`src/rtl/cmd_pkg.sv`:
```
// Shared command definitions for the remote-side framer and the command configuration block.
// Latency: n/a (constants, types and a byte-select helper only).
// Backpressure: n/a.
package cmd_pkg;

  // Host opcodes understood by the quadcopter's command configuration block
  localparam logic [7:0] SET_PITCH = 8'h02;
  localparam logic [7:0] SET_ROLL  = 8'h03;
  localparam logic [7:0] SET_YAW   = 8'h04;
  localparam logic [7:0] SET_THRST = 8'h05;
  localparam logic [7:0] CALIBRATE = 8'h06;
  localparam logic [7:0] EMER_LAND = 8'h07;
  localparam logic [7:0] MTRS_OFF  = 8'h08;

  // Positive acknowledge returned by the quadcopter
  localparam logic [7:0] POS_ACK   = 8'hA5;

  typedef enum logic [2:0] {
    IDLE,
    TX_CMD,
    TX_HI,
    TX_LO,
    WAIT_RESP
  } framer_state_t;

  // One host request as it is held while its frame is on the wire
  typedef struct packed {
    logic [7:0]  cmd;
    logic [15:0] data;
  } cmd_req_t;

  // Wire order of a frame: 0 = opcode, 1 = data MSB, 2 = data LSB
  function automatic logic [7:0] frame_byte(input cmd_req_t req, input logic [1:0] idx);
    logic [7:0] b;
    b = req.cmd;
    case (idx)
      2'd1:    b = req.data[15:8];
      2'd2:    b = req.data[7:0];
      default: b = req.cmd;
    endcase
    return b;
  endfunction

endpackage

```
`src/rtl/cmd_framer_if.sv`:
```
// Bundles the framer's host, UART-tx and UART-rx handshakes.
// Latency: n/a (wires only).
// Backpressure: tx side is paced by trmt/tx_done; rx side by rx_rdy/clr_rx_rdy; host by busy.
// Ports: host    - snd_cmd, cmd, data -> busy, resp, resp_rdy, timeout
//        uart tx - tx_data, trmt -> tx_done
//        uart rx - rx_rdy, rx_data -> clr_rx_rdy
interface cmd_framer_if;
  logic        snd_cmd;
  logic [7:0]  cmd;
  logic [15:0] data;
  logic        busy;
  logic [7:0]  tx_data;
  logic        trmt;
  logic        tx_done;
  logic        rx_rdy;
  logic [7:0]  rx_data;
  logic        clr_rx_rdy;
  logic [7:0]  resp;
  logic        resp_rdy;
  logic        timeout;

  // The framer itself
  modport master (
    input  snd_cmd, cmd, data, tx_done, rx_rdy, rx_data,
    output busy, tx_data, trmt, clr_rx_rdy, resp, resp_rdy, timeout
  );

  // Host plus UART pair surrounding the framer
  modport slave (
    output snd_cmd, cmd, data, tx_done, rx_rdy, rx_data,
    input  busy, tx_data, trmt, clr_rx_rdy, resp, resp_rdy, timeout
  );
endinterface

```
`src/rtl/cmd_framer.sv`:
```
// Frames a host command as opcode/data-MSB/data-LSB over a UART tx handshake, then awaits a 1-byte response.
// Latency: first trmt one cycle after snd_cmd; each further byte one cycle after tx_done; response or timeout ends it.
// Backpressure: host is held off by busy (snd_cmd ignored while busy); bytes advance only on tx_done.
// Ports: clk, rst (async, active-high); bus (cmd_framer_if.master) carrying host, uart tx and uart rx signals.
module cmd_framer
  import cmd_pkg::*;
#(
  parameter bit FAST_SIM = 1'b1,
  parameter int TMR_W    = (FAST_SIM ? 10 : 27)
) (
  input  logic         clk,
  input  logic         rst,
  cmd_framer_if.master bus
);

  framer_state_t    state, state_nxt;
  cmd_req_t         req_q, req_nxt, req_in;
  logic [7:0]       tx_data_q, tx_data_nxt;
  logic             trmt_q, trmt_nxt;
  logic             clr_q, clr_nxt;
  logic [7:0]       resp_q, resp_nxt;
  logic             resp_rdy_q, resp_rdy_nxt;
  logic             timeout_q, timeout_nxt;
  logic [TMR_W-1:0] timer_q, timer_nxt, timer_inc;
  logic             tx_ack;

  assign req_in.cmd  = bus.cmd;
  assign req_in.data = bus.data;

  // A tx_done coinciding with our own trmt belongs to the previous byte, not this one
  assign tx_ack    = bus.tx_done & ~trmt_q;
  assign timer_inc = timer_q + TMR_W'(1);

  always_comb begin
    state_nxt    = state;
    req_nxt      = req_q;
    tx_data_nxt  = tx_data_q;
    trmt_nxt     = 1'b0;
    clr_nxt      = 1'b0;
    resp_nxt     = resp_q;
    resp_rdy_nxt = 1'b0;
    timeout_nxt  = 1'b0;
    timer_nxt    = timer_q;

    case (state)
      IDLE: begin
        // Anything sitting in the receiver now is stale: drop it
        clr_nxt = bus.rx_rdy;
        if (bus.snd_cmd) begin
          req_nxt     = req_in;
          tx_data_nxt = frame_byte(req_in, 2'd0);
          trmt_nxt    = 1'b1;
          state_nxt   = TX_CMD;
        end
      end
      TX_CMD: begin
        clr_nxt = bus.rx_rdy;
        if (tx_ack) begin
          tx_data_nxt = frame_byte(req_q, 2'd1);
          trmt_nxt    = 1'b1;
          state_nxt   = TX_HI;
        end
      end
      TX_HI: begin
        clr_nxt = bus.rx_rdy;
        if (tx_ack) begin
          tx_data_nxt = frame_byte(req_q, 2'd2);
          trmt_nxt    = 1'b1;
          state_nxt   = TX_LO;
        end
      end
      TX_LO: begin
        clr_nxt = bus.rx_rdy;
        if (tx_ack) begin
          timer_nxt = '0;
          state_nxt = WAIT_RESP;
        end
      end
      WAIT_RESP: begin
        timer_nxt = timer_inc;
        // A response arriving on the very cycle the window closes still counts
        if (bus.rx_rdy) begin
          resp_nxt     = bus.rx_data;
          resp_rdy_nxt = 1'b1;
          clr_nxt      = 1'b1;
          state_nxt    = IDLE;
        end else if (&timer_inc) begin
          timeout_nxt = 1'b1;
          state_nxt   = IDLE;
        end
      end
      default: state_nxt = IDLE;
    endcase
  end

  always_ff @(posedge clk or posedge rst) begin
    if (rst) begin
      state      <= IDLE;
      req_q      <= '0;
      tx_data_q  <= 8'h00;
      trmt_q     <= 1'b0;
      clr_q      <= 1'b0;
      resp_q     <= 8'h00;
      resp_rdy_q <= 1'b0;
      timeout_q  <= 1'b0;
      timer_q    <= '0;
    end else begin
      state      <= state_nxt;
      req_q      <= req_nxt;
      tx_data_q  <= tx_data_nxt;
      trmt_q     <= trmt_nxt;
      clr_q      <= clr_nxt;
      resp_q     <= resp_nxt;
      resp_rdy_q <= resp_rdy_nxt;
      timeout_q  <= timeout_nxt;
      timer_q    <= timer_nxt;
    end
  end

  // busy follows the state directly so it drops on the same cycle as resp_rdy/timeout
  assign bus.busy       = (state != IDLE);
  assign bus.tx_data    = tx_data_q;
  assign bus.trmt       = trmt_q;
  assign bus.clr_rx_rdy = clr_q;
  assign bus.resp       = resp_q;
  assign bus.resp_rdy   = resp_rdy_q;
  assign bus.timeout    = timeout_q;

endmodule

```
`src/flat_wrapper.sv`:
```
// flat-port wrapper written by rule: the top's interface ports become plain ports
module cmd_framer_flat import cmd_pkg::*;
#(
  parameter bit FAST_SIM = 1'b1,
  parameter int TMR_W    = (FAST_SIM ? 10 : 27)
)
  (clk, rst, bus_snd_cmd, bus_cmd, bus_data, bus_tx_done, bus_rx_rdy, bus_rx_data, bus_busy, bus_tx_data, bus_trmt, bus_clr_rx_rdy, bus_resp, bus_resp_rdy, bus_timeout);
  cmd_framer_if bus_i ();
  input  logic clk;
  input  logic rst;
  input wire logic [$bits(bus_i.snd_cmd)-1:0] bus_snd_cmd;
  input wire logic [$bits(bus_i.cmd)-1:0] bus_cmd;
  input wire logic [$bits(bus_i.data)-1:0] bus_data;
  input wire logic [$bits(bus_i.tx_done)-1:0] bus_tx_done;
  input wire logic [$bits(bus_i.rx_rdy)-1:0] bus_rx_rdy;
  input wire logic [$bits(bus_i.rx_data)-1:0] bus_rx_data;
  output wire logic [$bits(bus_i.busy)-1:0] bus_busy;
  output wire logic [$bits(bus_i.tx_data)-1:0] bus_tx_data;
  output wire logic [$bits(bus_i.trmt)-1:0] bus_trmt;
  output wire logic [$bits(bus_i.clr_rx_rdy)-1:0] bus_clr_rx_rdy;
  output wire logic [$bits(bus_i.resp)-1:0] bus_resp;
  output wire logic [$bits(bus_i.resp_rdy)-1:0] bus_resp_rdy;
  output wire logic [$bits(bus_i.timeout)-1:0] bus_timeout;
  assign bus_i.snd_cmd = bus_snd_cmd;
  assign bus_i.cmd = bus_cmd;
  assign bus_i.data = bus_data;
  assign bus_i.tx_done = bus_tx_done;
  assign bus_i.rx_rdy = bus_rx_rdy;
  assign bus_i.rx_data = bus_rx_data;
  assign bus_busy = bus_i.busy;
  assign bus_tx_data = bus_i.tx_data;
  assign bus_trmt = bus_i.trmt;
  assign bus_clr_rx_rdy = bus_i.clr_rx_rdy;
  assign bus_resp = bus_i.resp;
  assign bus_resp_rdy = bus_i.resp_rdy;
  assign bus_timeout = bus_i.timeout;
  cmd_framer #(.FAST_SIM(FAST_SIM), .TMR_W(TMR_W)) u_core (.clk(clk), .rst(rst), .bus(bus_i));
endmodule
```
`config.mk`:
```
export PLATFORM = sky130hd
export DESIGN_NAME = cmd_framer_flat
export DESIGN_NICKNAME = d
export VERILOG_FILES = /design/src/rtl/cmd_pkg.sv /design/src/rtl/cmd_framer_if.sv /design/src/rtl/cmd_framer.sv /design/src/flat_wrapper.sv
export SDC_FILE = /design/constraint.sdc
export NUM_CORES = 1
export LEC_CHECK = 0
export BUFFER_PORTS_ARGS = -buffer_cell sky130_fd_sc_hd__buf_2
export CAP_MARGIN = 5
export CORE_MARGIN = 4
export CORE_UTILIZATION = 52
export DETAILED_ROUTE_END_ITERATION = 6
export HOLD_SLACK_MARGIN = 0.02
export PLACE_DENSITY = 0.87
export SLEW_MARGIN = 20
export SYNTH_ARGS = -nofsm -noshare
export SYNTH_HDL_FRONTEND = slang
export SYNTH_SLANG_ARGS = --single-unit
```
`constraint.sdc`:
```
create_clock -name clk -period 2 [get_ports clk]
set_input_delay 0.1 -clock clk [delete_from_list [all_inputs] [get_ports clk]]
set_output_delay 0.1 -clock clk [all_outputs]
set_load 0.05 [all_outputs]
```
==> impl_results.md, run 1 <==
* Commonest cells post-synth: 49 x dfrtp_1, 24 x mux2_2, 17 x nand2_1, 17 x o21ai_0
* Worst Setup Path Type: reg2reg
* Slew headroom at 69.15%
* Hold Path Cell Cnt at 2
* Leakage dissipation at 1.252 nW
* Cts bufs inserted at 5
* WHS Endpoint: u_core.req_q[13]$_DFFE_PP0P_
* Ys Warns at 0
* # DRC at 0
* H-tree depth at 2
* Multi-input logic area at 972.2 sq um
* Post-DP HPWL at 3592 um
* Final Net Count at 305
* Final Max Tran Viols at 0
* Initial DRT Pass Iterations at 4
* Data required, critical path at 2.23 ns
* Initial antenna violation count at 0
* Async S/R FF share, synth at 100.0%
* Initial detailed-routing violation count at 200
* Setup TNS Final at 0 ns
* Hold path start: bus_data[13]
* Area Overhead vs Synth at 21.56%
* Layout cell share with drive strength beyond 1 at 39.33%
* HP Class: in2reg
* Max_cap viols at 0
* Distinct cells, synth at 35
* TritonCTS clock tree: done
* Largest net degree at the start of global routing at 50
* Vias per Instance at 5.612
* Row count at 23
* Register-to-register setup slack at 0.22 ns
* Crit. End Element: register
* Vias in the first global route at 1708
* Reg2reg start: u_core.timer_q[2]$_DFFE_PP0P_
* Fmax at 0.5616 GHz
* Gr ovfl total at 0
* Yosys top cell by area: dfrtp_1
* Global-route wire length before repair at 7990 um
* Critical Path Source Type: register
* # fillers at 331
* CP max FO at 7
* #FFs+latches synth at 49
* Post-Route WL at 4971 um
* Pwr/cell area at 1623 mW/mm^2
* Reg-to-reg endpoint: u_core.bus.timeout$_DFF_PP0_
* Syn_nets at 242
* GRT Total Usage at 19.29%
* Mean Syn Cell Area at 11.09 sq um
* Bufs on Longest Clock Path at 2
* RSZ-0062 raised after global routing: false
* Final ANT Viol Nets at 0
* Seq/Total Area, Yosys at 54.44%
* Cells after synthesis at 203
* Post-synth EDFFs at 0
* Clock Skew at 0.006282 ns
* Outcome: finished, final reports clean
* Maximum VDD drop at 0.8110 mV
* Worst-margin pin slew at 0.4611 ns
* Top cells by area, synth: dfrtp_1 54%, mux2_2 12%, o21ai_0 3.8%
* Post-Syn Area at 0.002252 sq mm
* CP startpoint: u_core.timer_q[2]$_DFFE_PP0P_
* Final setup viols at 0
* Clock-pin slew on the worst setup and hold paths at 0.09 ns
* Top-area cell type share of the netlist area at 54.44%
* Clk_lat worst skew at 0.29 ns
* Port Buffers at 57
* Die ar. at 0.005448 sq mm
* Root Driver: clkbuf_8
* Io pins at 58
* Fin crit period at 1.781 ns
* Initial Util at 55.11%
* Worst R2R Path Depth at 5
* Critical Path AT at 2.02 ns
* Count leader, synth: dfrtp_1
* Worst hold margin at 0.03236 ns
* Reg area at 0.001227 sq mm
* Period utilization at 89.03%
* Wire per inst at 15.68 um
* CTS sink count at 49
* Post-CTS Setup Repair Bufs at 0
* Diodes inserted at 0
* Core area at 0.004086 sq mm
* Fin. Hold Viols at 0
* Die height at 73.81 um
* RePlAce Congestion at 0.9545
* Die width at 73.81 um
* Via count at 1779
* Top FF cell, synth: dfrtp_1
-- cell usage in the layout, fill, tap and decap left out, drive strengths merged, types with 4 or more instances in the layout --
cell type and instances:
o31ai 5, o22a 8, mux2 24, a21oi 6
dfrtp 49, nor2 13, clkbuf 6, nand2 17
o21ai 17, nand3 6, o22ai 11, inv 6
nand2b 4, buf 64
-- timing repair --
item	4_1_cts	5_1_grt
hold buffers	2	0
setup endpoints to repair	0	2
resized for setup	0	3
hold endpoints to repair	50	0
-- per-layer routing --
| layer | wire (um) | up-vias | share of wire, % | GRT usage (%) |
|---|---|---|---|---|
| met4 | 53 | 0 | 1.1 | 6.841 |
| met3 | 298 | 4 | 6.0 | 4.514 |
| met1 | 2164 | 845 | 44 | 26.91 |
| li1 | - | 859 | - | - |
| met5 | 0 | - | 0 | 0 |
| met2 | 2454 | 71 | 49 | 29.43 |
-- kinds of logic after synthesis --
logic type	Yosys count	synth area share, %
AOI/OAI and AO/OA	51	14.72
buffers and inverters	16	3.166
xor gates and xnor gates	5	1.945
muxes	24	12.00
DFF	49	54.44
and+or+nand+nor	56	12.61
adders and majority gates	2	1.111
-- cell type report --
type / instances / share of cell area (%)
Clock buffer: 6 / 2.651
Clock inverter: 2 / 0.3656
Inverter: 6 / 0.8227
Multi-Input combinational cell: 138 / 35.51
Sequential cell: 49 / 44.84
Tap cell: 50 / 2.285
Timing Repair Buffer: 66 / 13.53
-- worst max-delay path by stage --
stage	to	slack [ns]	depth (start not counted)
2_1_floorplan	u_core.req_q[10]$_DFFE_PP0P_	0.08	5
3_3_place_gp	u_core.bus.timeout$_DFF_PP0_	0.20	5
3_5_place_dp	u_core.bus.timeout$_DFF_PP0_	0.13	5
4_1_cts	u_core.bus.timeout$_DFF_PP0_	0.11	5
5_1_grt	u_core.bus.timeout$_DFF_PP0_	0.06	5
6_report	u_core.bus.timeout$_DFF_PP0_	0.22	5
-- registers in the layout (all words and copies together) (netlist names) --
name                   cells
u_core.bus.clr_rx_rdy      1
u_core.bus.resp            8
u_core.bus.resp_rdy        1
u_core.bus.timeout         1
u_core.bus.trmt            1
u_core.bus.tx_data         8
u_core.req_q              16
u_core.state               3
u_core.timer_q            10
-- worst max-delay path, stage by stage, from the launching register on --
cell       delay (ns)
dfrtp_1          0.46
and3_4           0.25
nand3_2          0.08
or3_1            0.33
a2111oi_2        0.40
and3_1           0.20
-- power by group --
part	switching, mW	internal [mW]
Sequential	0.338	1.43
Clock	0.305	0.243
Combinational	1.35	0.783
-- stage by stage --
step           power [mW]  util (%)  instance area (sq um)  instances  setup WS (ns)
3_5_place_dp        3.886     64.15                   2621        307         0.1279
2_1_floorplan       3.331         -                   2257        203        0.07669
4_1_cts             4.447     66.66                   2724        317         0.1108
5_1_grt             4.730     66.99                   2738        317        0.05865
3_3_place_gp        3.785     64.15                   2621        307         0.1989
6_report            4.442     66.99                   2738        317         0.2193
No activity file was read; power rests on OpenSTA's default activity.
==> inputs of run 2 (changes only) <==
- clock period: 2 -> 1.8 ns (I/O delays scaled with it)
==> run 2 against run 1 <==
  * Clock skew increased by 0.0015 ns
  * Core utilization up 5.8 points
  * Die area did not move
  * Worst setup slack lost 0.16 ns
  * Sequential power increased by 9.7%
  * Largest cell class unchanged
==> impl_results.md, run 2 (synthesized netlist as in run 1, its figures left out) <==
* Leakage dissipation at 1.348 nW (+7.7%)
* Slew headroom at 67.73% (-1.4 points)
* Wire per inst at 15.81 um (+0.83%)
* H-tree depth at 2 (unchanged)
* Pwr/cell area at 1761 mW/mm^2 (+8.6%)
* Data required, critical path at 2.04 ns (-0.19 ns)
* CTS sink count at 49 (unchanged)
* HP Class: in2reg
* Fin. Hold Viols at 0 (unchanged)
* Flop pwr share at 36.8% (-2.9 points)
* Clock-pin slew on the worst setup and hold paths at 0.08 ns (about the same)
* Via count at 1897 (+6.6%)
* Initial Util at 55.11% (unchanged)
* Io pins at 58 (unchanged)
* Vias in the first global route at 1920 (+12%)
* Port Buffers at 57 (unchanged)
* CP max FO at 6 (-1)
* Die width at 73.81 um (unchanged)
* Comb power frac at 47.8% (about the same)
* Largest net degree at the start of global routing at 29 (-42%)
* Diodes inserted at 0 (unchanged)
* Gr ovfl total at 0 (unchanged)
* Max FFs per register at 16 (unchanged)
* Final ANT Viol Nets at 0 (unchanged)
* Crit. End Element: register
* Die ar. at 0.005448 sq mm (unchanged)
* Sw Ratio at 42.97% (-1.8 points)
* Final Net Count at 323 (+5.9%)
* GRT Total Usage at 20.92% (+1.6 points)
* Worst Setup Path Type: reg2reg
* Sw Pwr at 2.251 mW (+13%)
* Power share of the clock group at 15.4% (+3.1 points)
* # DRC at 0 (unchanged)
* Top flop regs: u_core.req_q: 16 flops, u_core.timer_q: 10 flops
* Commonest cells after routing, fill and taps aside: 57 x buf_2, 47 x dfrtp_1, 24 x mux2_2, 17 x o21ai_0
* TritonCTS clock tree: done
* Layout cell share with drive strength beyond 1 at 39.65% (+0.32 points)
* Clk_lat worst skew at 0.30 ns (about the same)
* Initial antenna violation count at 0 (unchanged)
* Max_cap viols at 0 (unchanged)
* Cts bufs inserted at 5 (unchanged)
* Vias per Instance at 5.663 (+0.90%)
* Post-DP HPWL at 3653 um (+1.7%)
* RePlAce Congestion at 0.8913 (-6.6%)
* Setup TNS Final at 0 ns (unchanged)
* Fmax at 0.5750 GHz (+2.4%)
* Post-Route WL at 5297 um (+6.6%)
* Most common cell after layout, fill and taps aside: buf_2
* Worst-margin pin slew at 0.4833 ns (+0.02224 ns)
* Outcome: finished, final reports clean
* Global-route wire length before repair at 8687 um (+8.7%)
* Maximum VDD drop at 1.048 mV (+29%)
* Biggest register: u_core.req_q
* RSZ-0062 raised after global routing: true
* CP startpoint: u_core.timer_q[0]$_DFFE_PP0P_
* Bufs on Longest Clock Path at 2 (unchanged)
* Row count at 23 (unchanged)
* Period utilization at 96.62% (+7.6 points)
* Clock Skew at 0.007767 ns (+0.001486 ns)
* Pre-CTS worst setup slack at 0.02394 ns (-0.1039 ns)
* Area Overhead vs Synth at 32.06%
* Setup ws final at 0.06078 ns (-0.1586 ns)
* Final Max Tran Viols at 0 (unchanged)
* Critical Path AT at 1.97 ns (-0.05 ns)
* Reg2reg start: u_core.timer_q[0]$_DFFE_PP0P_
* Root Driver: clkbuf_8
* Core area at 0.004086 sq mm (unchanged)
* Final setup viols at 0 (unchanged)
* Post-CTS Setup Repair Bufs at 0 (unchanged)
* Fin crit period at 1.739 ns (-0.04144 ns)
* Initial DRT Pass Iterations at 4 (unchanged)
* Hold path start: bus_rx_data[7]
* Internal cell power at 2.988 mW (+22%)
* Critical Path Source Type: register
* Die height at 73.81 um (unchanged)
* Initial detailed-routing violation count at 98 (-51%)
run 2: worst paths after layout:
path | endpoint | slack, ns | cells after the start
worst max-delay path | u_core.bus.timeout$_DFF_PP0_ | 0.06 | 7
worst min-delay path | u_core.bus.resp[7]$_DFFE_PP0P_ | 0.02 | 2
worst max register to register | u_core.bus.timeout$_DFF_PP0_ | 0.06 | 7
worst min register to register | u_core.bus.tx_data[1]$_DFFE_PP0P_ | 0.48 | 2
max in group asynchronous | u_core.timer_q[2]$_DFFE_PP0P_ | 0.93 | 4
min in group asynchronous | u_core.req_q[8]$_DFFE_PP0P_ | 0.35 | 3
run 2: what timing repair did:
item / in CTS / in global routing
resized for setup: 0 / 7
hold buffers: 13 / 3
endpoints found under the hold margin: 33 / 3
setup endpoints to repair: 0 / 10
run 2: worst max-delay path: stages, from the launching register on:
cell,delay (ns)
dfrtp_1,0.39
buf_4,0.16
inv_1,0.07
ha_1,0.15
nand3_1,0.08
or3_4,0.35
a2111oi_4,0.28
and3_1,0.19
run 2: stage by stage:
stage / cells / hold WS (ns) / utilization (%) / total power [mW] / cell area (sq um)
2_1_floorplan: 203 / 0.1914 / - / 3.717 / 2267
3_3_place_gp: 311 / 0.1279 / 65.31 / 4.261 / 2669
3_5_place_dp: 311 / 0.1391 / 65.31 / 4.367 / 2669
4_1_cts: 332 / 0.02039 / 71.34 / 5.207 / 2915
5_1_grt: 335 / 0.02104 / 72.78 / 5.572 / 2974
6_report: 335 / 0.02206 / 72.78 / 5.239 / 2974
run 2: area by class of cell:
type,instances,area [sq um]
sequential,49,1229
fill,274,1112
multi-input combinational,138,991.0
timing repair buffer,84,553.0
clock buffer,7,86.33
tap,50,62.56
clock inverter,1,30.03
inverter,6,22.52
run 2: per-layer routing:
layer,global-route usage [%],routed length (um)
met1,27.77,2220
met2,33.96,2651
met5,0,0
met3,4.788,334
met4,6.640,91
run 2: power by group through the flow:
stage | clock, mW | sequential (mW) | combinational, mW
final | 0.807 | 1.93 | 2.50
after CTS | 0.813 | 1.92 | 2.47
after global placement | 0 | 1.90 | 2.36
after global routing | 0.858 | 2.00 | 2.72
after detailed placement | 0 | 1.94 | 2.43
after floorplan | 0 | 2.52 | 1.19
